**src/rtl/arbitro_salida_if.sv**
```systemverilog
// Bundles the class-FIFO heads, the downstream almost-full flag and the
// arbiter's pop/push/data outputs.
// The slave modport is the arbiter's view; master is the surrounding FIFO logic.
interface arbitro_salida_if #(
  parameter int WIDTH = 6
);
  logic [3:0]       empty;
  logic [WIDTH-1:0] data_in0;
  logic [WIDTH-1:0] data_in1;
  logic [WIDTH-1:0] data_in2;
  logic [WIDTH-1:0] data_in3;
  logic             almost_full;
  logic [3:0]       pop;
  logic             push;
  logic [WIDTH-1:0] data_out;
  logic [1:0]       class_out;

  modport master (
    output empty, data_in0, data_in1, data_in2, data_in3, almost_full,
    input  pop, push, data_out, class_out
  );

  modport slave (
    input  empty, data_in0, data_in1, data_in2, data_in3, almost_full,
    output pop, push, data_out, class_out
  );
endinterface

```
**src/rtl/arbitro_salida.sv**
```systemverilog
// Round-robin output arbiter: drains four show-ahead class FIFOs into one
// downstream FIFO, one word per cycle, with a registered push stage.
// Optional per-class push counters are built only when the macro
// ARBITRO_SALIDA_CNT_EN is defined; otherwise cnt0..cnt3 are tied to zero.
//
// state | meaning
// IDLE  | every class FIFO empty, nothing to pop
// SERVE | at least one class pending and downstream has room
// HOLD  | downstream almost full, pops blocked
module arbitro_salida #(
  parameter int WIDTH = 6,
  parameter int CNT_W = 8
) (
  input  logic               clk,
  input  logic               reset,
  arbitro_salida_if.slave    bus,
  output logic [1:0]         state,
  output logic [CNT_W-1:0]   cnt0,
  output logic [CNT_W-1:0]   cnt1,
  output logic [CNT_W-1:0]   cnt2,
  output logic [CNT_W-1:0]   cnt3
);

  typedef enum logic [1:0] {
    IDLE  = 2'd0,
    SERVE = 2'd1,
    HOLD  = 2'd2
  } state_t;

  state_t           state_q, state_d;
  logic [1:0]       rr_ptr_q;
  logic             push_q;
  logic [WIDTH-1:0] data_q;
  logic [1:0]       class_q;

  logic [1:0]       grant;
  logic [1:0]       idx;
  logic             found;
  logic             pop_en;
  logic [WIDTH-1:0] din [4];

  assign din[0] = bus.data_in0;
  assign din[1] = bus.data_in1;
  assign din[2] = bus.data_in2;
  assign din[3] = bus.data_in3;

  // Grant search from rr_ptr, pop gating and next-state decode.
  always_comb begin
    grant = rr_ptr_q;
    idx   = rr_ptr_q;
    found = 1'b0;
    for (int i = 0; i < 4; i++) begin
      idx = rr_ptr_q + 2'(i);
      if (!found && !bus.empty[idx]) begin
        grant = idx;
        found = 1'b1;
      end
    end
    // almost_full blocks the pop in the same cycle; the push already
    // registered from the previous pop still goes out.
    pop_en  = !reset && !bus.almost_full && (bus.empty != 4'b1111);
    bus.pop = pop_en ? (4'b0001 << grant) : 4'b0000;
    if (bus.almost_full)
      state_d = HOLD;
    else if (bus.empty == 4'b1111)
      state_d = IDLE;
    else
      state_d = SERVE;
  end

  // FSM state, round-robin pointer and the registered push stage.
  always_ff @(posedge clk) begin
    if (reset) begin
      state_q  <= IDLE;
      rr_ptr_q <= 2'd0;
      push_q   <= 1'b0;
      data_q   <= '0;
      class_q  <= 2'd0;
    end else begin
      state_q <= state_d;
      push_q  <= pop_en;
      if (pop_en) begin
        data_q   <= din[grant];
        class_q  <= grant;
        rr_ptr_q <= grant + 2'd1;
      end
    end
  end

  assign bus.push      = push_q;
  assign bus.data_out  = data_q;
  assign bus.class_out = class_q;
  assign state         = state_q;

`ifdef ARBITRO_SALIDA_CNT_EN
  logic [CNT_W-1:0] cnt_q [4];

  // Count each push against its class; wraps naturally at 2^CNT_W.
  always_ff @(posedge clk) begin
    if (reset) begin
      for (int i = 0; i < 4; i++)
        cnt_q[i] <= '0;
    end else if (push_q) begin
      cnt_q[class_q] <= cnt_q[class_q] + CNT_W'(1);
    end
  end

  assign cnt0 = cnt_q[0];
  assign cnt1 = cnt_q[1];
  assign cnt2 = cnt_q[2];
  assign cnt3 = cnt_q[3];
`else
  assign cnt0 = '0;
  assign cnt1 = '0;
  assign cnt2 = '0;
  assign cnt3 = '0;
`endif

endmodule

```
**src/flat_wrapper.sv**
```systemverilog
// flat-port wrapper written by rule: the top's interface ports become plain ports
module arbitro_salida_flat 
#(
  parameter int WIDTH = 6,
  parameter int CNT_W = 8
)
  (clk, reset, state, cnt0, cnt1, cnt2, cnt3, bus_empty, bus_data_in0, bus_data_in1, bus_data_in2, bus_data_in3, bus_almost_full, bus_pop, bus_push, bus_data_out, bus_class_out);
  arbitro_salida_if #(.WIDTH(WIDTH)) bus_i ();
  input  logic clk;
  input  logic reset;
  output logic [1:0] state;
  output logic [CNT_W-1:0] cnt0;
  output logic [CNT_W-1:0] cnt1;
  output logic [CNT_W-1:0] cnt2;
  output logic [CNT_W-1:0] cnt3;
  input wire logic [$bits(bus_i.empty)-1:0] bus_empty;
  input wire logic [$bits(bus_i.data_in0)-1:0] bus_data_in0;
  input wire logic [$bits(bus_i.data_in1)-1:0] bus_data_in1;
  input wire logic [$bits(bus_i.data_in2)-1:0] bus_data_in2;
  input wire logic [$bits(bus_i.data_in3)-1:0] bus_data_in3;
  input wire logic [$bits(bus_i.almost_full)-1:0] bus_almost_full;
  output wire logic [$bits(bus_i.pop)-1:0] bus_pop;
  output wire logic [$bits(bus_i.push)-1:0] bus_push;
  output wire logic [$bits(bus_i.data_out)-1:0] bus_data_out;
  output wire logic [$bits(bus_i.class_out)-1:0] bus_class_out;
  assign bus_i.empty = bus_empty;
  assign bus_i.data_in0 = bus_data_in0;
  assign bus_i.data_in1 = bus_data_in1;
  assign bus_i.data_in2 = bus_data_in2;
  assign bus_i.data_in3 = bus_data_in3;
  assign bus_i.almost_full = bus_almost_full;
  assign bus_pop = bus_i.pop;
  assign bus_push = bus_i.push;
  assign bus_data_out = bus_i.data_out;
  assign bus_class_out = bus_i.class_out;
  arbitro_salida #(.WIDTH(WIDTH), .CNT_W(CNT_W)) u_core (.clk(clk), .reset(reset), .bus(bus_i), .state(state), .cnt0(cnt0), .cnt1(cnt1), .cnt2(cnt2), .cnt3(cnt3));
endmodule
```
**config.mk**
```make
export PLATFORM = sky130hd
export DESIGN_NAME = arbitro_salida_flat
export DESIGN_NICKNAME = d
export VERILOG_FILES = /design/src/rtl/arbitro_salida_if.sv /design/src/rtl/arbitro_salida.sv /design/src/flat_wrapper.sv
export SDC_FILE = /design/constraint.sdc
export NUM_CORES = 1
export LEC_CHECK = 0
export ABC_AREA = 1
export BUFFER_PORTS_ARGS = -buffer_cell sky130_fd_sc_hd__buf_2
export CAP_MARGIN = 25
export CORE_UTILIZATION = 45
export CTS_CLUSTER_SIZE = 24
export DETAILED_ROUTE_END_ITERATION = 8
export PLACE_DENSITY = 0.83
export SKIP_LAST_GASP = 1
export SYNTH_ARGS = -nofsm -noshare
export SYNTH_HDL_FRONTEND = slang
export SYNTH_SLANG_ARGS = --single-unit
```
**constraint.sdc**
```tcl
create_clock -name clk -period 4.6 [get_ports clk]
set_input_delay 1.38 -clock clk [delete_from_list [all_inputs] [get_ports clk]]
set_output_delay 1.38 -clock clk [all_outputs]
set_load 0.01 [all_outputs]
```
==> results.md <==
* Post-CTS setup buffer count at 0
* Worst path required time at 3.22 ns
* Status: finished clean
* Layout fillers at 281
* Total negative slack at 0 ns
* Hold WC Path Type: reg2reg
* GPL Wtd Cong at 0.907
* Post-CTS Hold Buffers at 0
* Beginning of the critical path: bus_empty[0]
* Num ports at 78
* Synthesized netlist cell count at 214
* Initial antenna violation count at 0
* Buffers on Ports at 45
* Die ar. at 0.00308 sq mm
* Max VDD drop at 0.365 mV
* CP dominant cell by count: nand2_1
* Average cell area after synthesis at 6.01 sq um
* Register area at 260 sq um
* Leak at 0.923 nW
* Critical path peak fanout at 9
* Skew final at 0.00478 ns
* H-tree depth at 1
* Switching share of power at 57.4%
* Post-cts resize count at 0
* Nature of the critical path startpoint: primary input
* Cell Area, Synth at 0.00129 sq mm
* Cell depth of the worst hold path at 2
* Critical Path Sink: bus_pop[0]
* Inst Count DP at 287
* Crit-path max cell delay at 0.15 ns
* Fmax at 240 MHz
* Crit-path slowest cell: nand2_2
* Nets at 292
* Post-DP HPWL at 2100 um
* CORE AREA at 0.00273 sq mm
* Total grt overflow at 0
* R2r setup slk at 2.43 ns
* Worst EP arrival at 2.78 ns
* Post-route DRC violation count at 0
* Number of global-route vias before repair at 1094
* Synthesis Warnings at 0
* Core Util, Final at 52.2%
* Via/cell ratio at 4.52
* Syn-to-layout area delta at 10.9%
* Largest net degree at the start of global routing at 14
* Post-route minimum period at 4.16 ns
* Share of power burned in registers at 18.4%
* Area of the multi-input gates at 805 sq um
* WL per Instance at 8.94 um
* Die X at 55.5 um
* First-pass GRT wire length at 4550 um
* Worst R2R End: u_core.bus.data_out[1]
* R2r startpoint: u_core.rr_ptr_q[0]
* Yosys cell types at 18
* Period utilization at 90.5%
* CTS sink cnt at 13
* Diodes inserted at 0
* TritonCTS Buffers at 3
* Global-route usage over all layers at 18.2%
* Final wirelength at 2600 um
* Initial Util at 47.0%
* Clk slew on worst S/H paths at 0.08 ns
* Sw Pwr at 0.000563 W
* Final WS setup at 0.439 ns
* Int Pwr at 0.000418 W
* Place WS at 0.447 ns
* Clock root cell: clkbuf_4
* Final setup viols at 0
* Num rows at 19
* Comb power frac at 74.4%
* Endpoint class of the critical path: output port
* Fin cells at 291
* Iter 0 DRT Violations at 34
* Max-cap violation count at 0
* Height of the die at 55.5 um
* Seq/Total Area, Yosys at 20.2%
* Worst path cell trace: buf_2 > inv_1 > nand2_1 > nand2_1 > nand2_1 > nand2_2 > nand2_2 > nand2_1 > nand2_1 > nand2_2 > nand2_4 > nor2_2 > inv_1 > nor2_1 > buf_2
* Pwr dens at 688 mW/mm^2
* RSZ-0062 raised after global routing: false
* Drt first pass iters at 4
* TritonCTS clock tree: yes
* Via count at 1315
* R2R depth at 15
* Register bit count reported by yosys at 13
* Total power at 0.000981 W
* Clock Latency Late Sink at 0.28 ns
* Max clock buf depth at 2
* Clock Power Share at 7.2%
* Final Hold Viols at 0
* Antenna-violating nets left at 0
* Share of cells above drive strength 1 at 25.8%
* Fin. max-slew vios at 0
* Worst Path Class, Setup: in2out
## cell usage in the layout, fill, tap and decap left out, types with 3 or more instances in the layout
master,count
inv_1,14
nand2_2,8
nor2_1,9
clkbuf_4,3
dfxtp_1,13
buf_2,45
inv_2,3
nand3_1,33
conb_1,32
nand2_1,89
## sequential cells by signal, indices dropped and copies added (netlist names)
name	count
u_core.bus.class_out	2
u_core.rr_ptr_q	2
u_core.bus.data_out	6
u_core.state	2
u_core.bus.push	1
## worst max-delay path, delay by kind of cell
kind | cells | cell delay (ns)
AND/OR/NAND/NOR | 11 | 1.03
buffers and inverters | 4 | 0.38
## stage by stage
step / hold WS (ns) / cell area (sq um)
2_1_floorplan: 0.475 / 1400
3_3_place_gp: 0.435 / 1400
3_5_place_dp: 0.444 / 1400
4_1_cts: 0.459 / 1430
5_1_grt: 0.479 / 1430
6_report: 0.465 / 1430
## cells in the mapped netlist
library cell / number / area [sq um]
buf_4: 32 / 240
nand3_2: 1 / 10.0
a41oi_1: 1 / 8.76
conb_1: 1 / 3.75
o21ai_1: 1 / 5.00
nand2_4: 2 / 22.5
nor2_2: 1 / 6.26
nand2_1: 89 / 334
nand3_4: 1 / 17.5
dfxtp_1: 13 / 260
buf_6: 3 / 33.8
inv_1: 14 / 52.6
nor2_1: 9 / 33.8
nand3_1: 33 / 165
nand2_2: 8 / 50.1
inv_2: 3 / 11.3
nor2_4: 1 / 11.3
nor2_8: 1 / 20.0
## worst min path at each step
stage / start / endpoint
detailed placement: u_core.bus.data_out[3] / u_core.bus.data_out[3]
floorplan: u_core.bus.class_out[1] / u_core.bus.class_out[1]
CTS: u_core.bus.data_out[3] / u_core.bus.data_out[3]
global placement: u_core.bus.data_out[3] / u_core.bus.data_out[3]
finish: u_core.bus.class_out[1] / u_core.bus.class_out[1]
global route: u_core.bus.data_out[5] / u_core.bus.data_out[5]
## routing by layer
metal  up-vias  global-route usage [%]  routed length (um)
met5         -                       0                   0
met4         0                    10.0                  51
met3         4                    3.75                 140
met2        54                    28.4                1210
met1       564                    23.3                1200
li1        693                       -                   -
## cells by family after synthesis
logic type | synth area share (%)
and+or+nand+nor | 52.1
AOI/OAI and AO/OA | 1.07
DFF | 20.2
buffers and inverters | 26.3
other | 0.292
## cell type report
type                    instances  share of cell area (%)
inverters                      17                    4.47
flip-flops and latches         13                    18.2
multi-input cells             180                    56.4
well taps                      31                    2.72
repair buffers                 46                    16.3
clock buffers                   4                    1.84
## power by group through the flow
stage / sequential [W] / combinational [W] / clock, W
after floorplan: 0.000184 / 0.000623 / 0
after global placement: 0.000182 / 0.000715 / 0
after detailed placement: 0.000182 / 0.000727 / 0
after CTS: 0.000179 / 0.000729 / 0.0000733
after global routing: 0.000185 / 0.000831 / 0.0000787
final: 0.000180 / 0.000730 / 0.0000708
Note: power is estimated with default switching activity, not from simulation.
